$ cat config.mk
export PLATFORM = sky130hd
export DESIGN_NAME = uart_fifo_tx
export DESIGN_NICKNAME = d
export VERILOG_FILES = /design/src/rtl/vdas_pkg.sv /design/src/rtl/baud_gen.sv /design/src/rtl/uart_fifo_tx.sv
export SDC_FILE = /design/constraint.sdc
export NUM_CORES = 1
export LEC_CHECK = 0
export CAP_MARGIN = 20
export CORE_MARGIN = 2
export CORE_UTILIZATION = 54
export CTS_CLUSTER_SIZE = 14
export DETAILED_ROUTE_END_ITERATION = 8
export PLACE_DENSITY = 0.86
export SYNTH_ARGS = -nofsm -noshare
export SYNTH_HDL_FRONTEND = slang
export SYNTH_SLANG_ARGS = --single-unit
$ cat constraint.sdc
create_clock -name ck -period 2.8 [get_ports ck]
set_clock_uncertainty 0.05 [all_clocks]
set_input_delay 0.42 -clock ck [delete_from_list [all_inputs] [get_ports ck]]
set_output_delay 0.42 -clock ck [all_outputs]
set_load 0.05 [all_outputs]
$ cat src/rtl/vdas_pkg.sv
// Shared definitions for the acquisition path: UART FSM state encoding and
// the default bit period used by the queue drain and the future receiver.
package vdas_pkg;

    typedef enum logic [1:0] {
        ST_IDLE  = 2'd0,
        ST_START = 2'd1,
        ST_DATA  = 2'd2,
        ST_STOP  = 2'd3
    } tx_state_t;

    // 50 MHz system clock, 115200 baud
    localparam int DEF_CLKS_PER_BIT = 434;

endpackage

$ cat src/rtl/baud_gen.sv
// Bit-period down-counter: bit_tick marks the last cycle of every bit.
// restart aligns the next bit period to the following clock edge.
module baud_gen
    import vdas_pkg::*;
#(
    parameter int CLKS_PER_BIT = DEF_CLKS_PER_BIT
) (
    input  logic ck,
    input  logic rst_n,
    input  logic restart,
    output logic bit_tick
);

    localparam int CW = $clog2(CLKS_PER_BIT);
    localparam logic [CW-1:0] RELOAD = CW'(CLKS_PER_BIT - 1);

    logic [CW-1:0] cnt;

    always_ff @(posedge ck or negedge rst_n) begin
        if (!rst_n) begin
            cnt <= '0;
        end else if (restart || cnt == '0) begin
            cnt <= RELOAD;
        end else begin
            cnt <= cnt - 1'b1;
        end
    end

    assign bit_tick = (cnt == '0);

endmodule

$ cat src/rtl/uart_fifo_tx.sv
// Drains the sample queue and serialises each popped word as a UART frame
// (start, NBITS data LSB first, STOP_BITS stop) on a registered tx line.
//
// state    | meaning
// ---------+---------------------------------------------------------
// ST_IDLE  | line high, waiting for en and a non-empty queue
// ST_START | start bit (tx low), word already latched in shift register
// ST_DATA  | data bits, one per bit period, LSB first
// ST_STOP  | stop bit(s), tx high; may pop the next word on the last cycle
module uart_fifo_tx
    import vdas_pkg::*;
#(
    parameter int NBITS        = 8,
    parameter int CLKS_PER_BIT = DEF_CLKS_PER_BIT,
    parameter int STOP_BITS    = 1
) (
    input  logic             ck,
    input  logic             rst_n,
    input  logic             en,
    input  logic             q_em,
    input  logic [NBITS-1:0] q_data,
    output logic             q_pp,
    output logic             tx,
    output logic             busy,
    output logic             frame_done
);

    localparam int BW = (NBITS > 1) ? $clog2(NBITS) : 1;
    localparam logic [BW-1:0] LAST_BIT  = BW'(NBITS - 1);
    localparam logic          STOP_LAST = 1'(STOP_BITS - 1);

    tx_state_t        state, state_nx;
    logic [NBITS-1:0] sh, sh_nx;
    logic [BW-1:0]    bit_idx, bit_nx;
    logic             stop_cnt, stop_nx;
    logic             tx_nx;
    logic             bit_tick;

    // a pop always begins a fresh bit period for the start bit
    baud_gen #(
        .CLKS_PER_BIT(CLKS_PER_BIT)
    ) u_baud (
        .ck      (ck),
        .rst_n   (rst_n),
        .restart (q_pp),
        .bit_tick(bit_tick)
    );

    always_ff @(posedge ck or negedge rst_n) begin
        if (!rst_n) begin
            state    <= ST_IDLE;
            sh       <= '0;
            bit_idx  <= '0;
            stop_cnt <= 1'b0;
            tx       <= 1'b1;
        end else begin
            state    <= state_nx;
            sh       <= sh_nx;
            bit_idx  <= bit_nx;
            stop_cnt <= stop_nx;
            tx       <= tx_nx;
        end
    end

    always_comb begin
        state_nx   = state;
        sh_nx      = sh;
        bit_nx     = bit_idx;
        stop_nx    = stop_cnt;
        tx_nx      = tx;
        q_pp       = 1'b0;
        frame_done = 1'b0;
        unique case (state)
            ST_IDLE: begin
                tx_nx = 1'b1;
                if (en && !q_em) begin
                    q_pp     = 1'b1;
                    sh_nx    = q_data;
                    tx_nx    = 1'b0;
                    state_nx = ST_START;
                end
            end
            ST_START: begin
                if (bit_tick) begin
                    tx_nx    = sh[0];
                    sh_nx    = sh >> 1;
                    bit_nx   = '0;
                    state_nx = ST_DATA;
                end
            end
            ST_DATA: begin
                if (bit_tick) begin
                    if (bit_idx == LAST_BIT) begin
                        tx_nx    = 1'b1;
                        stop_nx  = 1'b0;
                        state_nx = ST_STOP;
                    end else begin
                        tx_nx  = sh[0];
                        sh_nx  = sh >> 1;
                        bit_nx = bit_idx + 1'b1;
                    end
                end
            end
            ST_STOP: begin
                if (bit_tick) begin
                    if (stop_cnt == STOP_LAST) begin
                        frame_done = 1'b1;
                        // chain straight into the next frame when possible
                        if (en && !q_em) begin
                            q_pp     = 1'b1;
                            sh_nx    = q_data;
                            tx_nx    = 1'b0;
                            state_nx = ST_START;
                        end else begin
                            state_nx = ST_IDLE;
                        end
                    end else begin
                        stop_nx = stop_cnt + 1'b1;
                    end
                end
            end
            default: state_nx = ST_IDLE;
        endcase
    end

    assign busy = (state != ST_IDLE);

endmodule

== After elaboration in Yosys (flattened, before gate mapping) ==
Cells that the tools add are included.
Word-level totals
  input bits: 12
  output and inout port bits: 4
  bits in registers: 24
  logic and storage cells: 74
Operators by class
  reductions and logical operators: 13
  muxes and demuxes: 40
  add/sub/neg operators: 3
  eq/ne operators: 12
Operator list (number)
  $mux W8: 6
  $pmux W8 S4: 1
  $mux W1: 18
  $ne A2 B2 Y1 const B: 8
  $mux W2: 6
  $reduce_and A5 Y1: 2
  $logic_not A9 Y1: 1
  $mux W3: 3
  $mux W9: 1
  $sub A9 B1 Y9 const B: 1
  $pmux W2 S4: 1
  $reduce_and A4 Y1: 2
  $pmux W3 S2: 1
  $reduce_and A6 Y1: 1
  $reduce_bool A2 Y1: 3
  $eq A2 B2 Y1 const B: 2
  $pmux W1 S2: 2
  $pmux W1 S4: 1
  $add A3 B1 Y3 const B: 1
  $eq A3 B3 Y1 const B: 1
  $eq A2 B1 Y1 const B: 1
  $logic_not A2 Y1: 1
  $add A1 B1 Y1 const B: 1
  $logic_and A1 B1 Y1: 1
  2 further kinds: 2

== Logic depth before layout (Yosys ltp) ==
  depth in word-level cells: 8
  gate-level depth with buffers: 7
  gate-level depth less buffers: 6

== Modules after synthesis ==
Synthesis repeated with hierarchy kept, for this count alone.
Unflattened totals
  cells, all modules: 122
  area total of the unflattened synthesis: 1370.1 um^2
Modules (own cells, without submodules)
  uart_fifo_tx: cells an instance 78, seq. area each 351.6 um^2, instances 1, area each 908.4 um^2
  baud_gen: cells an instance 44, seq. area each 225.2 um^2, instances 1, area each 461.7 um^2

== Worst setup path before layout ==
OpenSTA, ideal clock, no wires.
  path kind: register -> output
  start: register u_baud.cnt[0]
  end: output q_pp
  path buffers: 0
  slack: 0.367 ns
  stages on the path, launching flop included: 6
  data required time: 2.330 ns
  arrival: 1.963 ns
  cells stage by stage: dfrtp_1 inv_1 ha_1 nor4b_2 and3_1 o21a_1
On the way
  word-level cells in the longest chain between the ends: 3
Ends and longest elaborated chain
  from (decl): RTL line baud_gen.sv:17  | logic [CW-1:0] cnt;
  from (signal assigned): RTL line baud_gen.sv:25  | cnt <= cnt - 1'b1;
  $logic_not A9 Y1: RTL line baud_gen.sv:29  | assign bit_tick = (cnt == '0);
  $mux W1: RTL line uart_fifo_tx.sv:105  | if (bit_tick) begin
  $pmux W1 S2: RTL line uart_fifo_tx.sv:73  | unique case (state)
  to (decl): RTL line uart_fifo_tx.sv:22  | output logic q_pp,
Every way passes these cells.

== Final worst setup path ==
Same ends and word-level chain as after synthesis.

==> metrics.txt <==
utilization after layout approximately 64%; LEAKAGE 0.000677 uW; Crit Reg-Reg Endpoint sh[6]; Antenna Nets Post-Route 0; crit end category output port; top cell type by total area after synthesis dfrtp_1; share of cells above drive strength 1 about a quarter; TritonCTS clock tree built; routed length per instance 14.8 um; total CTS buffers 3; Filler cells approximately 220; # IOs 16; Die X 54.1 um; #FFs+latches synth 23; CTS Buffer Depth 2; crit path max-delay cell type dfrtp_1; Max-cap violations 0; Antenna Cells 0; area delta synth->final 15.3%; drt initial violations 21; Max VDD drop ~770 uV; WS Path Type reg2out; critical path's largest stage delay between 0.4 and 0.5 ns; vias in the first global route just over 1k; CP arrival 2.03 ns; Remaining Overflow, GRT 0; Final Slew Violations 0; initial cell density of the core a little under three fifths; vias per cell around 6; setup repair bufs after CTS 0; clock tree sinks 23; die area between 2000 and 3000 um2; post-synthesis sequential area ratio ~43%; status finished, final reports clean; Power Dens Cells approximately 1100 nW/um2; CTS resizes 0; placed instance count ~170; flop2flop setup slack between 0.6 and 0.7 ns; R2R cell count 6; Tightest Pin Transition 0.485 ns; final period utilization about nine tenths; Distinct cells, synth 39; Hold Path Class in2async; hpwl dp roughly 1900 um; CTS Hold Buffers Added 0; GRT Resource Usage Total between 20 and 25%; RD Place Congestion ~0.79; DR DRC count 0; Max-slew headroom just under 70%; final setup TNS 0 ns; Clk pin slew, worst setup/hold paths between 0.1 and 0.15 ns; Mean Syn Cell Area 11.0 um2; Syn. warnings 0; first-pass GRT wire length 4280 um; Final Setup Violations 0; Area contributors post-synth dfrtp_1 41%, mux2_2 12%, ha_1 7.4%, nor2_1 2.8%, xnor2_1 2.6%; CP Max Fanout 4; Die Span Y between 50 and 60 um; largest net degree at the start of global routing 24; final wirelength between 2000 and 3000 um; Cells after Synth ~120; CTS root buf clkbuf_4; worst skew pair latency 0.32 ns; CP startpoint kind flip-flop; CTS H-tree depth 1; Vias 997; final hold violation count 0; synthesized area approximately 1400 um2; nets between 150 and 200; minimum clock period 2.50 ns; Reg2Reg Launch Point u_baud.cnt[0]; WP data required 2.33 ns; unrepaired setup endpoints after global routing no; IO buf count 15; Core Region approximately 2400 um2; initial antenna violation count 0; Syn Nets between 100 and 150; Peak Freq roughly 400 MHz; # rows 18; drt pass-1 iters 4; Yosys top cell area share about two fifths; crit path cell chain inv_1 > ha_1 > nor4b_2 > and3_1 > o21a_1 > buf_12; Finished Layout Cells between 150 and 200
## power breakdown
| group | internal (uW) | switching, uW |
|---|---|---|
| logic | 462 | 454 |
| registers | 482 | 144 |
| clock network | 53.5 | 105 |
| total | 997 | 703 |
## worst max-delay path by stage
stage          endpoint  cells past startpoint           from  slack, ns
6_report           q_pp                      6  u_baud.cnt[0]       0.30
3_5_place_dp       q_pp                      5             en       0.52
5_1_grt            q_pp                      6  u_baud.cnt[0]       0.13
3_3_place_gp       q_pp                      5             en       0.55
4_1_cts            q_pp                      6  u_baud.cnt[0]       0.29
2_1_floorplan      q_pp                      5  u_baud.cnt[0]       0.37
## flip-flops by register name, indices dropped and copies added (netlist names)
name        count
u_baud.cnt      9
sh              8
bit_idx         3
state           2
tx              1
## critical path, delay by kind of cell, from the launching register on
kind	cells	cell delay, ns
and+or+nand+nor	2	0.66
DFF	1	0.43
buffers and inverters	2	0.23
adders and majority gates	1	0.22
AOI/OAI and AO/OA	1	0.18
## routing by layer
metal	part of all wire (%)	vias to the layer above	global-route usage, %
met2	51	27	35.6
met3	3.8	6	3.89
li1	-	474	-
met4	1.7	0	8.75
met1	44	490	23.9
met5	0	-	0
## cell usage after synthesis
library cell	instances
a21oi_2	1
nand2_1	9
clkbuf_1	1
o21ai_2	2
nor4_1	2
buf_6	1
mux2_2	14
o21a_1	1
or2b_2	1
buf_4	1
a21oi_1	4
inv_1	7
or4b_1	1
ha_1	8
o31ai_1	1
nor2b_1	1
o31ai_4	1
nor2_1	10
o41ai_1	1
dfstp_2	1
nor2_4	1
nand3_1	4
nor4b_2	1
a211o_1	2
o22a_1	1
or4_1	1
and3_1	1
dfrtp_1	22
or4_4	1
mux2i_1	1
o21ai_0	6
mux2_4	1
nor3_1	1
nor2_2	1
a2111oi_0	1
a21o_1	2
xnor2_1	4
nor4_4	1
a22o_1	3
## cells by family after synthesis
| kind of cell | after synthesis | synth area share, % |
|---|---|---|
| AND/OR/NAND/NOR | 36 | 15.7 |
| multiplexers | 16 | 13.5 |
| adder cells (fa/ha/maj) | 8 | 7.39 |
| XOR/XNOR | 4 | 2.59 |
| AO/OA/AOI/OAI | 26 | 14.6 |
| buffers and inverters | 10 | 3.60 |
| flip-flops | 23 | 42.6 |
## layout make-up
type,count,area [um2],share of cell area [%]
multi-input combinational,90,728,46.6
clock inverter,1,5.00,0.321
tap,30,37.5,2.40
timing repair buffer,16,165,10.6
sequential,23,577,36.9
inverter,7,26.3,1.68
clock buffer,3,22.5,1.44
## per-stage QoR
stage | instance area [um2] | total power (uW) | setup slack, ns | hold WS, ns
2_1_floorplan | 1350 | 1340 | 0.367 | 0.0744
3_3_place_gp | 1530 | 1490 | 0.548 | 0.412
3_5_place_dp | 1530 | 1550 | 0.525 | 0.420
4_1_cts | 1560 | 1710 | 0.288 | 0.398
5_1_grt | 1560 | 1830 | 0.134 | 0.405
6_report | 1560 | 1700 | 0.302 | 0.381
## cells in the final DEF, fill, tap and decap left out, types with 3 or more instances in the layout
cell / netlist / final
nand2_1: 9 / 9
inv_1: 7 / 7
clkbuf_4: 0 / 3
nand3_1: 4 / 4
a21oi_1: 4 / 4
clkdlybuf4s50_1: 0 / 13
ha_1: 8 / 8
xnor2_1: 4 / 4
dfrtp_1: 22 / 22
a22o_1: 3 / 3
o21ai_0: 6 / 6
nor2_1: 10 / 10
mux2_2: 14 / 14
Note: power is estimated with default switching activity, not from simulation.
==> edit (same flow settings) <==
Set the parameter `NBITS` to 16 (it was 8).
--- a/src/rtl/uart_fifo_tx.sv
+++ b/src/rtl/uart_fifo_tx.sv
@@ -10,7 +10,7 @@
 module uart_fifo_tx
     import vdas_pkg::*;
 #(
-    parameter int NBITS        = 8,
+    parameter int NBITS        = 16,
     parameter int CLKS_PER_BIT = DEF_CLKS_PER_BIT,
     parameter int STOP_BITS    = 1
 ) (
Ports: changed (resized q_data); port bits go from 16 to 24. No check against the original RTL was run, so the function may have changed too.
==> edit against the unedited design <==
- non-clock buffer count rose by 11
- power fell by 53%
- worst setup slack got worse by 0.20 ns
- area after synthesis rose by 32%
- wire length rose by 33%
- sequential cell count rose by 9
- utilization rose by 4.4 points
- register-to-register slack got worse by 0.36 ns
- fmax fell by 7.5%
- final area rose by 36%
- worst hold slack improved by 0.020 ns
- first-iteration DRC count rose to 2.6 times the old value
- sequential power fell by 26%
- critical path type unchanged
==> edit: results <==
metrics = {
    "placed_design": {
        "placed_cell_area_sq_um": 2050,
        "detailedPlace.worstSlack_ns": 0.328,
        "place_congestion": 0.762,
        "hpwl_mm": 2.48,
        "placement.io_buffers": 23,
    },
    "global_route": {
        "antenna_found_initial": 0,
        "grt_pass1_vias": 1230,
        "grt_max_degree": 33,
        "grt_pass1_wl_mm": 5.62,
        "track_usage_pct": 20.6,
    },
    "clock_network": {
        "htree_num_levels": 2,
        "path_clk_slew_ns": 0.11,
        "cts-root-buf": "clkbuf_4",
        "clock_path_buffers": 2,
        "clock_latency_ns": 0.34,
        "numCtsBuffers": 5,
    },
    "yosys": {
        "synth_mux_area_share_pct": 23.0,
        "yosys-top-cells-area": "dfrtp_1 43%, mux2_2 14%, mux2_4 7.5%",
        "ys.warnings.count": 0,
        "syn_nets": 176,
        "synth-adder-area-share_pct": 4.88,
        "seq_area_frac_synth_pct": 44.7,
        "synthArstFlopShare_pct": 100,
        "synth_compound_area_share_pct": 9.91,
        "synth-xor-area-share_pct": 1.95,
        "yosysUniqueCellTypes": 38,
        "synth_common_cells": "31 x dfrtp_1, 22 x mux2_2, 10 x nand2_1, 10 x nor2_1, 9 x mux2_4",
    },
    "worst_setup_path": {
        "critPathMaxFanout": 5,
        "cp_slowest_cell": "or4b_4",
        "arrival_ns": 2.23,
        "worst-path-buf-inv": 2,
        "critPathTopFamily": "simple AND/OR/NAND/NOR gates",
        "cpPeakStageDelay_ns": 0.51,
    },
    "cells_and_area": {
        "layout.nets": 204,
        "n_antenna_cell": 0,
        "drive_gt1_share_pct": 28.1,
        "largestRegisters": "sh: 16 flops, u_baud.cnt: 9 flops, bit_idx: 4 flops",
    },
    "status": {
        "status": "finished, final reports clean",
    },
    "power_and_ir_drop": {
        "p_leak_nw": 0.983,
        "vdd_drop_max_mv": 0.256,
    },
    "routing": {
        "vias": 1226,
        "drt_pre_antenna_iters": 4,
        "finalWirelength_mm": 3.36,
        "drt-initial-drc-count": 55,
    },
    "timing": {
        "worst_slew_pin_slew_ns": 0.512,
    },
    "hold_path": {
        "min_path_type": "input pin to async pin",
    },
}
edit: repair_timing:
item	in CTS	in global routing
resized for setup	1	1
endpoints found under the setup margin	1	1
buffers inserted	0	1
edit: stage by stage:
stage / instances / utilization [%]
3_3_place_gp: 213 / 66.0
4_1_cts: 221 / 68.3
6_report: 222 / 68.6
2_1_floorplan: 149 / -
5_1_grt: 222 / 68.6
3_5_place_dp: 213 / 66.0
edit: routing by layer:
metal  routed length (um)  up-vias  GRT usage, %
met1                 1370      603          24.6
li1                     -      590             -
met3                  137        4          6.93
met5                    0        -             0
met2                 1820       29          35.6
met4                   29        0          5.47
edit: cells by family (layout without fill, tap and decap cells):
group / Yosys count / count (layout)
AO/OA/AOI/OAI: 23 / 23
XOR/XNOR: 4 / 4
adder cells (fa/ha/maj): 7 / 7
buffers and inverters: 14 / 43
flip-flops: 32 / 32
multiplexers: 34 / 34
AND/OR/NAND/NOR: 35 / 35
edit: path summary, 6_finish.rpt:
| kind | end | slack (ns) | from | cells after the start |
|---|---|---|---|---|
| worst min register to register | u_baud.cnt[8]$_DFF_PN0_ | 0.45 | u_baud.cnt[8]$_DFF_PN0_ | 2 |
| worst max-delay path | q_pp | 0.1 | u_baud.cnt[0]$_DFF_PN0_ | 7 |
| max in group asynchronous | tx$_DFFE_PN1P_ | 1.98 | rst_n | 2 |
| worst max register to register | bit_idx[0]$_DFFE_PN0P_ | 0.26 | u_baud.cnt[0]$_DFF_PN0_ | 7 |
| worst min-delay path | bit_idx[1]$_DFFE_PN0P_ | 0.40 | rst_n | 2 |
| min in group ck | u_baud.cnt[8]$_DFF_PN0_ | 0.45 | u_baud.cnt[8]$_DFF_PN0_ | 2 |
edit: final cells by class:
| class | count | area, sq um |
|---|---|---|
| multi-input cells | 103 | 893 |
| flip-flops and latches | 32 | 802 |
| inverters | 8 | 30.0 |
| clock buffers | 8 | 68.8 |
| fillers | 234 | 973 |
| repair buffers | 27 | 280 |
| well taps | 44 | 55.1 |
edit: worst register-to-register path: stages, from the launching register on:
cell and delay, ns:
dfrtp_1 0.42, inv_1 0.08, ha_1 0.19, or4b_4 0.51
buf_4 0.17, o22ai_1 0.38, and3_1 0.30, mux2_2 0.34
edit: where the power goes:
| group | switching (mW) | total [mW] | internal, mW |
|---|---|---|---|
| Combinational | 0.0135 | 0.0384 | 0.0249 |
| Clock | 0.155 | 0.303 | 0.148 |
| Sequential | 0 | 0.462 | 0.462 |
